$ cat src/rtl/count_pkg.sv
// Shared definitions for the count_ctrl block: FSM state encoding,
// the default terminal count, and a saturating increment helper.
package count_pkg;

  // Terminal count used when LIMIT is 0 at pass start.
  localparam int unsigned DEFAULT_LIMIT_C = 14;

  // FSM state encoding, kept as plain 2-bit constants so external
  // checkers and older tools can match on raw values.
  typedef logic [1:0] state_t;
  localparam state_t ST_IDLE = 2'd0;
  localparam state_t ST_RUN  = 2'd1;
  localparam state_t ST_HOLD = 2'd2;

  // Completed-pass counter increment that sticks at 15.
  function automatic logic [3:0] sat_inc4(input logic [3:0] v);
    return (v == 4'hF) ? v : v + 4'd1;
  endfunction

endpackage

$ cat src/rtl/count_ctrl_if.sv
// Control/status bundle of the count controller.
//
// Handshake: START and STOP are level-sampled commands, evaluated only at
// the rising clock edge; there is no valid/ready pairing because the
// controller accepts or ignores a command in the same cycle depending on
// its state. Q, BUSY, DONE and WRAPS are registered status outputs.
// dbg_state mirrors the FSM state register for observation.
interface count_ctrl_if;
  import count_pkg::*;

  logic       START;
  logic       STOP;
  logic [3:0] LIMIT;
  logic       REPEAT;
  logic [3:0] Q;
  logic       BUSY;
  logic       DONE;
  logic [3:0] WRAPS;
  state_t     dbg_state;

  // Driver side (bench or upstream controller).
  modport master (
    output START, STOP, LIMIT, REPEAT,
    input  Q, BUSY, DONE, WRAPS, dbg_state
  );

  // Counter side.
  modport slave (
    input  START, STOP, LIMIT, REPEAT,
    output Q, BUSY, DONE, WRAPS, dbg_state
  );

endinterface

$ cat src/rtl/cnt4.sv
// 4-bit count register with synchronous clear and enable, plus a
// combinational compare against the latched terminal count.
module cnt4 (
  input  logic       clk_i,
  input  logic       rst_i,
  input  logic       clr_i,
  input  logic       en_i,
  input  logic [3:0] lim_i,
  output logic [3:0] q_o,
  output logic       at_lim_o
);

  logic [3:0] q_q;
  logic [3:0] q_d;

  // Next count: clear wins over enable; otherwise hold.
  always_comb begin
    q_d = q_q;
    if (clr_i) begin
      q_d = 4'd0;
    end else if (en_i) begin
      q_d = q_q + 4'd1;
    end
  end

  // Count register with synchronous reset.
  always_ff @(posedge clk_i) begin
    if (rst_i) begin
      q_q <= 4'd0;
    end else begin
      q_q <= q_d;
    end
  end

  assign q_o      = q_q;
  assign at_lim_o = (q_q == lim_i);

endmodule

$ cat src/rtl/count_ctrl.sv
// Start/stop/hold pass counter. Counts 0..lim per pass, pulses DONE after
// each completed pass, optionally auto-restarts, and tracks completed
// passes in a saturating WRAPS counter.
module count_ctrl
  import count_pkg::*;
#(
  parameter int unsigned DEFAULT_LIMIT = DEFAULT_LIMIT_C
) (
  input  logic         CLK,
  input  logic         RESET,
  count_ctrl_if.slave  bus
);

  localparam logic [3:0] DEF_LIM = 4'(DEFAULT_LIMIT);

  state_t     state_q, state_d;
  logic [3:0] lim_q, lim_d;
  logic [3:0] wraps_q, wraps_d;
  logic       done_q, done_d;

  logic       cnt_clr;
  logic       cnt_en;
  logic       at_lim;
  logic [3:0] cnt_q;

  // FSM next-state and datapath control. STOP is tested before START and
  // before the terminal action so it always wins.
  always_comb begin
    state_d = state_q;
    lim_d   = lim_q;
    wraps_d = wraps_q;
    done_d  = 1'b0;
    cnt_clr = 1'b0;
    cnt_en  = 1'b0;
    case (state_q)
      ST_IDLE: begin
        // Keep the count pinned at 0 while idle.
        cnt_clr = 1'b1;
        if (bus.START && !bus.STOP) begin
          state_d = ST_RUN;
          lim_d   = (bus.LIMIT == 4'd0) ? DEF_LIM : bus.LIMIT;
          wraps_d = 4'd0;
        end
      end
      ST_RUN: begin
        if (bus.STOP) begin
          state_d = ST_HOLD;
        end else if (at_lim) begin
          cnt_clr = 1'b1;
          done_d  = 1'b1;
          wraps_d = sat_inc4(wraps_q);
          state_d = bus.REPEAT ? ST_RUN : ST_IDLE;
        end else begin
          cnt_en = 1'b1;
        end
      end
      ST_HOLD: begin
        if (bus.STOP) begin
          state_d = ST_IDLE;
          cnt_clr = 1'b1;
        end else if (bus.START) begin
          state_d = ST_RUN;
        end
      end
      default: begin
        state_d = ST_IDLE;
        cnt_clr = 1'b1;
      end
    endcase
  end

  // State, limit, pass counter and DONE registers.
  always_ff @(posedge CLK) begin
    if (RESET) begin
      state_q <= ST_IDLE;
      lim_q   <= DEF_LIM;
      wraps_q <= 4'd0;
      done_q  <= 1'b0;
    end else begin
      state_q <= state_d;
      lim_q   <= lim_d;
      wraps_q <= wraps_d;
      done_q  <= done_d;
    end
  end

  cnt4 u_cnt4 (
    .clk_i    (CLK),
    .rst_i    (RESET),
    .clr_i    (cnt_clr),
    .en_i     (cnt_en),
    .lim_i    (lim_q),
    .q_o      (cnt_q),
    .at_lim_o (at_lim)
  );

  assign bus.Q         = cnt_q;
  assign bus.BUSY      = (state_q == ST_RUN) || (state_q == ST_HOLD);
  assign bus.DONE      = done_q;
  assign bus.WRAPS     = wraps_q;
  assign bus.dbg_state = state_q;

endmodule

$ cat src/flat_wrapper.sv
// flat-port wrapper written by rule: the top's interface ports become plain ports
module count_ctrl_flat import count_pkg::*;
#(
  parameter int unsigned DEFAULT_LIMIT = DEFAULT_LIMIT_C
)
  (CLK, RESET, bus_START, bus_STOP, bus_LIMIT, bus_REPEAT, bus_Q, bus_BUSY, bus_DONE, bus_WRAPS, bus_dbg_state);
  count_ctrl_if bus_i ();
  input  logic CLK;
  input  logic RESET;
  input wire logic [$bits(bus_i.START)-1:0] bus_START;
  input wire logic [$bits(bus_i.STOP)-1:0] bus_STOP;
  input wire logic [$bits(bus_i.LIMIT)-1:0] bus_LIMIT;
  input wire logic [$bits(bus_i.REPEAT)-1:0] bus_REPEAT;
  output wire logic [$bits(bus_i.Q)-1:0] bus_Q;
  output wire logic [$bits(bus_i.BUSY)-1:0] bus_BUSY;
  output wire logic [$bits(bus_i.DONE)-1:0] bus_DONE;
  output wire logic [$bits(bus_i.WRAPS)-1:0] bus_WRAPS;
  output wire logic [$bits(bus_i.dbg_state)-1:0] bus_dbg_state;
  assign bus_i.START = bus_START;
  assign bus_i.STOP = bus_STOP;
  assign bus_i.LIMIT = bus_LIMIT;
  assign bus_i.REPEAT = bus_REPEAT;
  assign bus_Q = bus_i.Q;
  assign bus_BUSY = bus_i.BUSY;
  assign bus_DONE = bus_i.DONE;
  assign bus_WRAPS = bus_i.WRAPS;
  assign bus_dbg_state = bus_i.dbg_state;
  count_ctrl #(.DEFAULT_LIMIT(DEFAULT_LIMIT)) u_core (.CLK(CLK), .RESET(RESET), .bus(bus_i));
endmodule
$ cat config.mk
export PLATFORM = sky130hd
export DESIGN_NAME = count_ctrl_flat
export DESIGN_NICKNAME = d
export VERILOG_FILES = /design/src/rtl/count_pkg.sv /design/src/rtl/count_ctrl_if.sv /design/src/rtl/cnt4.sv /design/src/rtl/count_ctrl.sv /design/src/flat_wrapper.sv
export SDC_FILE = /design/constraint.sdc
export NUM_CORES = 1
export LEC_CHECK = 0
export ABC_AREA = 1
export CAP_MARGIN = 20
export CORE_ASPECT_RATIO = 0.7
export CORE_MARGIN = 10
export CORE_UTILIZATION = 44
export CTS_CLUSTER_DIAMETER = 30
export DETAILED_ROUTE_END_ITERATION = 12
export GPL_TIMING_DRIVEN = 0
export PLACE_DENSITY = 0.8
export SLEW_MARGIN = 40
export SYNTH_ARGS = -nofsm -noshare
export SYNTH_HDL_FRONTEND = slang
export SYNTH_SLANG_ARGS = --single-unit
$ cat constraint.sdc
create_clock -name CLK -period 1.43 [get_ports CLK]
set_clock_uncertainty 0.15 [all_clocks]
set_input_delay 0.143 -clock CLK [delete_from_list [all_inputs] [get_ports CLK]]
set_output_delay 0.143 -clock CLK [all_outputs]
set_load 0.02 [all_outputs]
==> results of run 1 <==
-- power by group through the flow --
| stage | Clock, µW | Combinational (µW) | Sequential, µW |
|---|---|---|---|
| 6_report | 256 | 691 | 551 |
| 5_1_grt | 280 | 767 | 561 |
| 4_1_cts | 273 | 622 | 545 |
| 3_5_place_dp | 0 | 612 | 556 |
| 3_3_place_gp | 0 | 606 | 551 |
| 2_1_floorplan | 0 | 382 | 592 |
-- how the worst max path moves through the flow --
stage / slack, ns / endpoint / depth (start not counted)
global placement: -0.20 / u_core.bus.WRAPS[2] / 7
global route: -0.12 / u_core.bus.WRAPS[3] / 8
floorplan: -0.04 / u_core.bus.WRAPS[2] / 9
finish: -0.01 / u_core.bus.WRAPS[3] / 8
detailed placement: -0.24 / u_core.u_cnt4.q_o[2] / 7
CTS: -0.11 / bus_BUSY / 3
-- cell usage after synthesis --
master and n:
nand3_1 12, nand4_2 1, nand2_1 30, xor2_1 2
a21oi_4 1, dfxtp_1 15, o21bai_1 1, nand2_2 7
a21o_1 1, or2_2 1, clkinv_1 1, buf_6 1
a21oi_1 16, nand4_1 6, nor3_2 1, nor2_4 2
inv_1 14, nand2_4 2, inv_2 3, nor2_1 12
ha_1 6, o21ai_0 2
-- metrics by stage --
step           total power [µW]  instances  utilization  setup slack, ns
6_report                   1500        200        0.643         -0.00971
5_1_grt                    1610        200        0.643           -0.118
4_1_cts                    1440        197        0.610           -0.111
3_5_place_dp               1170        189        0.579           -0.242
3_3_place_gp               1160        189        0.579           -0.203
2_1_floorplan               974        137            -          -0.0364
-- state kept, by name, indices dropped and copies added (netlist names) --
| name | cells |
|---|---|
| u_core.bus.WRAPS | 4 |
| u_core.lim_q | 4 |
| u_core.u_cnt4.q_o | 4 |
| u_core.bus.dbg_state | 2 |
| u_core.bus.DONE | 1 |
-- routing by layer --
layer  vias up  global-route usage
li1        504                   -
met1       466               0.116
met2        29               0.191
met3         4              0.0455
met4         0              0.0323
met5         -                   0
-- kinds of logic after synthesis --
group           count (synthesis)  synth area share
simple gates                   74             0.386
flops                          15             0.311
buf+inv                        19            0.0816
xor+xnor                        2            0.0181
compound gates                 21             0.126
fa+ha+maj                       6            0.0777
-- repair_timing --
item / 4_1_cts / 5_1_grt
setup buffers: 4 / 4
resized for setup: 25 / 17
pin swaps: 0 / 4
endpoints found under the setup margin: 26 / 18
-- layout make-up --
class                           instances  area [µm²]  area share
Clock inverter                          1        5.00     0.00367
Timing Repair Buffer                   28         251       0.185
Inverter                               18        75.1      0.0551
Clock buffer                            3        22.5      0.0165
Tap cell                               32        40.0      0.0294
Multi-Input combinational cell        103         649       0.477
Sequential cell                        15         319       0.234
-- placed cells by master (no fill, tap or decap), types with 3 or more instances in the layout --
master,instances
nand2_1,27
a21oi_1,15
nor2_1,12
inv_1,10
nand3_1,10
nand2_2,8
clkdlybuf4s50_1,8
dlygate4sd2_1,8
buf_4,8
dfxtp_1,8
nand4_1,6
inv_2,4
nand2_4,4
dfxtp_4,4
inv_4,3
ha_1,3
clkbuf_4,3
clkdlybuf4s15_1,3
dfxtp_2,3
==> flow_summary.ini, run 1 <==
[power_and_ir_drop]
netSwitchingPower_uw = 610
power_leakage_uw = 0.000627
peakVddDrop_v = 0.000668
power_density_nw_per_um2 = 1100
intPower_uw = 887
power_frac_comb = 0.461
p_seq_frac = 0.368
pwr-share-clk = 0.171
switching_share = 0.407

[timing]
layout_setup_ws_ns = -0.00971
report.final.slew_viol_count = 0
hold_viol_final = 0
hold_ws_ns = 0.322
setup_viol = 4
final.min_clock_period_ns = 1.44
max-slew-margin-rel = 0.813
rsz0062_at_grt = yes
fmax_mhz = 695
finalSetupTns_ns = -0.0217
tightest_slew_ns = 0.279
timing.final.crit_share = 1.01

[finish]
drive_above_1_share = 0.310
nNetsFinal = 184
nFillCells = 192
areaGrowthSynthToFinish_pct = 41.1
diodes = 0
post-route-cell-area_um2 = 1360

[setup_path]
cp.arrival_ns = 1.49
crit_fanout = 8
slowest_stage = dfxtp_4
r2r_slack_ns = -0.01
slowest_delay_ns = 0.37
critPathLaunchType = flop
reg2reg_depth = 8
critPathCaptureType = flop
r2r_start = u_core.bus.dbg_state[1]
r2r-end = u_core.bus.WRAPS[3]
crit_path_start = u_core.bus.dbg_state[1]
cp_cell_sequence = inv_4, ha_4, nand2_4, o21ai_2, a21oi_4, nand4_1, nand2_1, nor2_1
path_buf_inv = 1
path_class = reg -> reg
critPathTopFamily = flip-flops
worstPathRequired_ns = 1.48

[yosys]
yosysSeqAreaShare = 0.311
yosys.area.top_type_share = 0.311
syn_nets = 152
ys_ff_latch = 15
synth_area_um2 = 966
syn_inst = 137
synthTopCellsByArea = dfxtp_1 (31%), nand2_1 (12%), a21oi_1 (8.3%)
avgSynthCellArea_um2 = 7.05
synth.largest_area_cell = dfxtp_1
yosysWarnings = 0
ys_types = 22

[min_path]
min_from = RESET
holdPathStages = 2
hold_end = u_core.bus.dbg_state[0]
min_path_type = in -> reg

[drt]
via_per_inst = 5.02
postRouteAntennaNets = 0
finalWirelength_um = 2490
met1Wirelength_um = 1070
drtIter0Drc = 30
first_pass_iters = 4
wire_per_inst_um = 12.5
route.met3.wl_um = 225
drc = 0
top_layer = met4
wl_met2_um = 1180
vias = 1003

[grt]
globalRouteTotalUtil = 0.108
grt_pass1_vias = 957
grt_max_degree = 10
grt-ovfl-total = 0
grt_pass1_wl_um = 4060
antenna_found_initial = 0

[clocking]
clockBufferDepth = 2
clk_pin_slew_ns = 0.10
root_buffer = clkbuf_4
hold_buffers = 0
cts_inserted_buffers = 3
cts_tree = yes
clock_sinks = 15
cts.htree.levels = 1
worstSkewPairLatency_ns = 0.29

[placed_design]
dp_hpwl_um = 1780
gp_congestion = 0.751
portBuffers = 20
detailed_place.area_um2 = 1230

[die]
die_area_um2 = 4500
die_y_um = 59.2
initial_core_util = 0.456
rows = 14
ios = 21
die_w_um = 76
coreArea_um2 = 2120

[status]
violations = negative setup slack
status = finished with violations

[flow_run]
drv_cap = 0
Note: power is estimated with default switching activity, not from simulation.
==> inputs of run 2 (changes only) <==
- CORE_UTILIZATION: 44 -> 25
- PLACE_DENSITY: 0.8 -> 0.5
==> flow_summary.ini, run 2 (same netlist as run 1, synthesis figures left out) <==
[min_path]
min_path_type = reg -> reg

[setup_path]
crit_path_start = u_core.bus.dbg_state[1]
slowest_stage = dfxtp_4
worstSetupEndpoint = u_core.bus.WRAPS[1]
cp.arrival_ns = 1.48
r2r_slack_ns = -0.009
crit_fanout = 7
slowest_delay_ns = 0.37
reg2reg_depth = 8
path_buf_inv = 2
cp_cell_sequence = inv_4, ha_4, nand2_4, o21ai_4, a21oi_4, buf_4, a21oi_1, nor2_1
worst-path-stages = 8
worstPathRequired_ns = 1.47
r2r-end = u_core.bus.WRAPS[1]
r2r_start = u_core.bus.dbg_state[1]
path_class = reg -> reg
critPathCaptureType = flop
critPathTopFamily = flip-flops
critPathLaunchType = flop

[die]
die_w_um = 94.3
rows = 18
coreArea_um2 = 3630
die_y_um = 72.0
die_area_um2 = 6790
ios = 21
initial_core_util = 0.266

[clocking]
clockBufferDepth = 2
cts_inserted_buffers = 3
clk_pin_slew_ns = 0.06
cts.htree.levels = 1
root_buffer = clkbuf_8
cts_tree = yes
worstSkewPairLatency_ns = 0.25
clock_sinks = 15

[timing]
layout_setup_ws_ns = -0.00938
report.final.slew_viol_count = 0
hold_viol_final = 0
final.min_clock_period_ns = 1.44
rsz0062_at_grt = yes
max-slew-margin-rel = 0.793
fmax_mhz = 695
finalSetupTns_ns = -0.0246
setup_viol = 3
tightest_slew_ns = 0.309
hold_ws_ns = 0.342
timing.final.crit_share = 1.01

[grt]
grt_max_degree = 10
grt_pass1_vias = 928
antenna_found_initial = 0
grt_pass1_wl_um = 4130
globalRouteTotalUtil = 0.0744
grt-ovfl-total = 0

[drt]
vias = 971
via_per_inst = 4.45
first_pass_iters = 4
drtIter0Drc = 21
wire_per_inst_um = 11.7
drc = 0
postRouteAntennaNets = 0
finalWirelength_um = 2540

[power_and_ir_drop]
power_leakage_uw = 0.000635
power_density_nw_per_um2 = 1160
peakVddDrop_v = 0.000464

[finish]
final_cell_mix = nand2_1 (29), nor2_1 (12), a21oi_1 (12)
mostFrequentLayoutCell = nand2_1
areaGrowthSynthToFinish_pct = 46.2
diodes = 0
drive_above_1_share = 0.310
nNetsFinal = 184

[placed_design]
portBuffers = 20
dp_hpwl_um = 1950
gp_congestion = 0.821

[flow_run]
drv_cap = 0

[status]
status = finished with violations
violations = negative setup slack
-- run 2: cell count changes in the layout (fill, tap and decap cells not counted), moves of 2 or more --
cell | before | now
clkbuf_8 | 0 | 3
clkbuf_4 | 3 | 0
dlygate4sd2_1 | 8 | 10
a21oi_2 | 1 | 4
nand2_1 | 27 | 29
a21oi_1 | 15 | 12
clkdlybuf4s15_1 | 3 | 1
-- run 2: worst min path at each step --
stage | from | endpoint | slack (ns) | cells after the start
4_1_cts | u_core.lim_q[3] | u_core.lim_q[3] | 0.34 | 2
3_5_place_dp | u_core.lim_q[3] | u_core.lim_q[3] | 0.33 | 2
6_report | u_core.lim_q[1] | u_core.lim_q[1] | 0.34 | 2
5_1_grt | u_core.lim_q[1] | u_core.lim_q[1] | 0.37 | 2
3_3_place_gp | u_core.lim_q[3] | u_core.lim_q[3] | 0.32 | 2
2_1_floorplan | RESET | u_core.bus.dbg_state[0] | 0.05 | 1
-- run 2: metrics by stage --
stage | utilization | instance area (µm²) | instances | setup slack, ns | power (µW)
floorplan | - | 987 | 137 | -0.0364 | 974
global placement | 0.345 | 1250 | 207 | -0.218 | 1170
detailed placement | 0.345 | 1250 | 207 | -0.247 | 1190
CTS | 0.375 | 1360 | 217 | -0.00729 | 1610
global route | 0.390 | 1410 | 218 | -0.106 | 1750
finish | 0.390 | 1410 | 218 | -0.00938 | 1630
-- run 2: final cells by class --
cell class,instances,area [µm²]
sequential,15,315
inverter,18,72.6
multi-input combinational,103,667
clock buffer,3,41.3
clock inverter,1,5.00
timing repair buffer,28,249
fill,388,2210
tap,50,62.6
-- run 2: worst min-delay path, cell delays in order (launching register included) --
cell,delay [ns]
dfxtp_1,0.35
a21oi_1,0.07
nand2_1,0.05
-- run 2: layer usage --
layer | track usage | share of wire
met3 | 0.0391 | 0.079
met4 | 0.0101 | 0.0024
met5 | 0 | 0
met2 | 0.116 | 0.44
met1 | 0.0905 | 0.47
-- run 2: repair_timing --
| action | 4_1_cts | 5_1_grt |
|---|---|---|
| setup buffers | 7 | 1 |
| resized for setup | 26 | 13 |
| hold buffers | 0 | 0 |
| endpoints found under the setup margin | 26 | 13 |
| pin swaps | 2 | 1 |
-- run 2: power by group --
part / leakage [µW] / internal, µW / switching, µW
Sequential: 0.000126 / 474 / 80.0
Combinational: 0.000483 / 340 / 395
Clock: 0.0000255 / 193 / 152
Total: 0.000635 / 1010 / 627
==> inputs of run 3 (changes only) <==
- CORE_MARGIN: 10 -> default
==> flow_summary.ini, run 3 (same netlist as run 1, synthesis figures left out) <==
[flow_run]
drv_cap = 0

[power_and_ir_drop]
peakVddDrop_v = 0.000671
pwr-share-clk = 0.216
power_uw = 1630
switching_share = 0.386
power_leakage_uw = 0.000653
p_seq_frac = 0.340
power_frac_comb = 0.444
intPower_uw = 1000
power_density_nw_per_um2 = 1150
netSwitchingPower_uw = 630

[timing]
report.final.slew_viol_count = 0
layout_setup_ws_ns = -0.0302
rsz0062_at_grt = yes
tightest_slew_ns = 0.267
final.min_clock_period_ns = 1.46
timing.final.crit_share = 1.02
hold_ws_ns = 0.321
setup_viol = 4
max-slew-margin-rel = 0.821
finalSetupTns_ns = -0.0707
hold_viol_final = 0
fmax_mhz = 685

[setup_path]
path_class = reg -> reg
crit_fanout = 8
worstPathRequired_ns = 1.47
cp.arrival_ns = 1.50
critPathCaptureType = flop
critPathLaunchType = flop

[placed_design]
gp_congestion = 0.783
dp_cells = 207
dp_hpwl_um = 1670
portBuffers = 20

[clocking]
cts_inserted_buffers = 3
hold_buffers = 0
clockBufferDepth = 2
worstSkewPairLatency_ns = 0.25
cts.htree.levels = 1
clock_sinks = 15
clk_pin_slew_ns = 0.07
root_buffer = clkbuf_8
cts_tree = yes

[finish]
register_area_um2 = 319
mostFrequentLayoutCell = nand2_1
areaGrowthSynthToFinish_pct = 47.3
nFillCells = 383
multi_input_area_um2 = 659
fin_cells = 220
final_cell_mix = nand2_1 (27), a21oi_1 (15), nor2_1 (11), dlygate4sd2_1 (11)
diodes = 0
drive_above_1_share = 0.335
nNetsFinal = 186

[die]
die_y_um = 54.0
die_w_um = 76.3
die_area_um2 = 4120
coreArea_um2 = 3600
ios = 21
initial_core_util = 0.268
rows = 18

[drt]
postRouteAntennaNets = 0
via_per_inst = 4.37
wire_per_inst_um = 11.0
first_pass_iters = 4
finalWirelength_um = 2420
drc = 0
vias = 962
drtIter0Drc = 31

[status]
violations = negative setup slack
status = finished with violations

[grt]
grt-ovfl-total = 0
grt_pass1_vias = 852
antenna_found_initial = 0
globalRouteTotalUtil = 0.127
grt_pass1_wl_um = 3970
grt_max_degree = 10

[min_path]
min_path_type = reg -> reg
==> run 3: cell types whose count changed in the layout (fill, tap and decap cells not counted), moves of 2 or more <==
cell	change
a21oi_1	+3
a21oi_2	-3
dfxtp_1	-3
dfxtp_2	+3
buf_4	+2
nand2_1	-2
==> run 3: critical path, stage by stage, from the launching register on <==
cell and delay [ns]:
dfxtp_4 0.36, inv_4 0.05, ha_4 0.19, nand2_4 0.08, o21ai_4 0.06, a21oi_4 0.21, buf_4 0.15, a21oi_1 0.06
nor2_1 0.10
==> run 3: path summary, 6_finish.rpt <==
path                                start                   to  slack [ns]  depth (start not counted)
setup / recovery  u_core.bus.dbg_state[1]  u_core.bus.WRAPS[2]       -0.03                          8
hold / removal            u_core.lim_q[3]      u_core.lim_q[3]        0.32                          2
setup reg to reg  u_core.bus.dbg_state[1]  u_core.bus.WRAPS[2]       -0.03                          8
hold reg to reg           u_core.lim_q[3]      u_core.lim_q[3]        0.32                          2
==> run 3: repair_timing <==
action                     in CTS  in global routing
setup buffers                   6                  4
hold endpoints to repair        0                  0
pin swaps                       1                  7
setup endpoints to repair      26                 15
resized for setup              22                 19
==> run 3: power groups by stage <==
stage | registers [µW] | logic [µW] | clock network (µW)
after global routing | 564 | 804 | 394
after CTS | 546 | 639 | 371
after floorplan | 592 | 382 | 0
final | 555 | 724 | 352
after detailed placement | 555 | 613 | 0
after global placement | 552 | 610 | 0
==> run 3: area by class of cell <==
| class | count | area share |
|---|---|---|
| multi-input combinational | 103 | 0.464 |
| sequential | 15 | 0.224 |
| timing repair buffer | 30 | 0.185 |
| inverter | 18 | 0.0510 |
| tap | 50 | 0.0440 |
| clock buffer | 3 | 0.0290 |
| clock inverter | 1 | 0.00352 |
==> run 3: stage by stage <==
stage	cell area, µm²	utilization	setup slack, ns
floorplan	987	-	-0.0364
global placement	1250	0.347	-0.234
detailed placement	1250	0.347	-0.248
CTS	1350	0.373	-0.0830
global route	1420	0.395	-0.149
finish	1420	0.395	-0.0302
==> run 3: per-layer routing <==
layer / wire [µm] / share of wire / global-route usage
met3: 98 / 0.041 / 0.0407
met4: 17 / 0.0070 / 0.0288
met5: 0 / 0 / 0
met1: 1250 / 0.52 / 0.159
met2: 1050 / 0.44 / 0.218
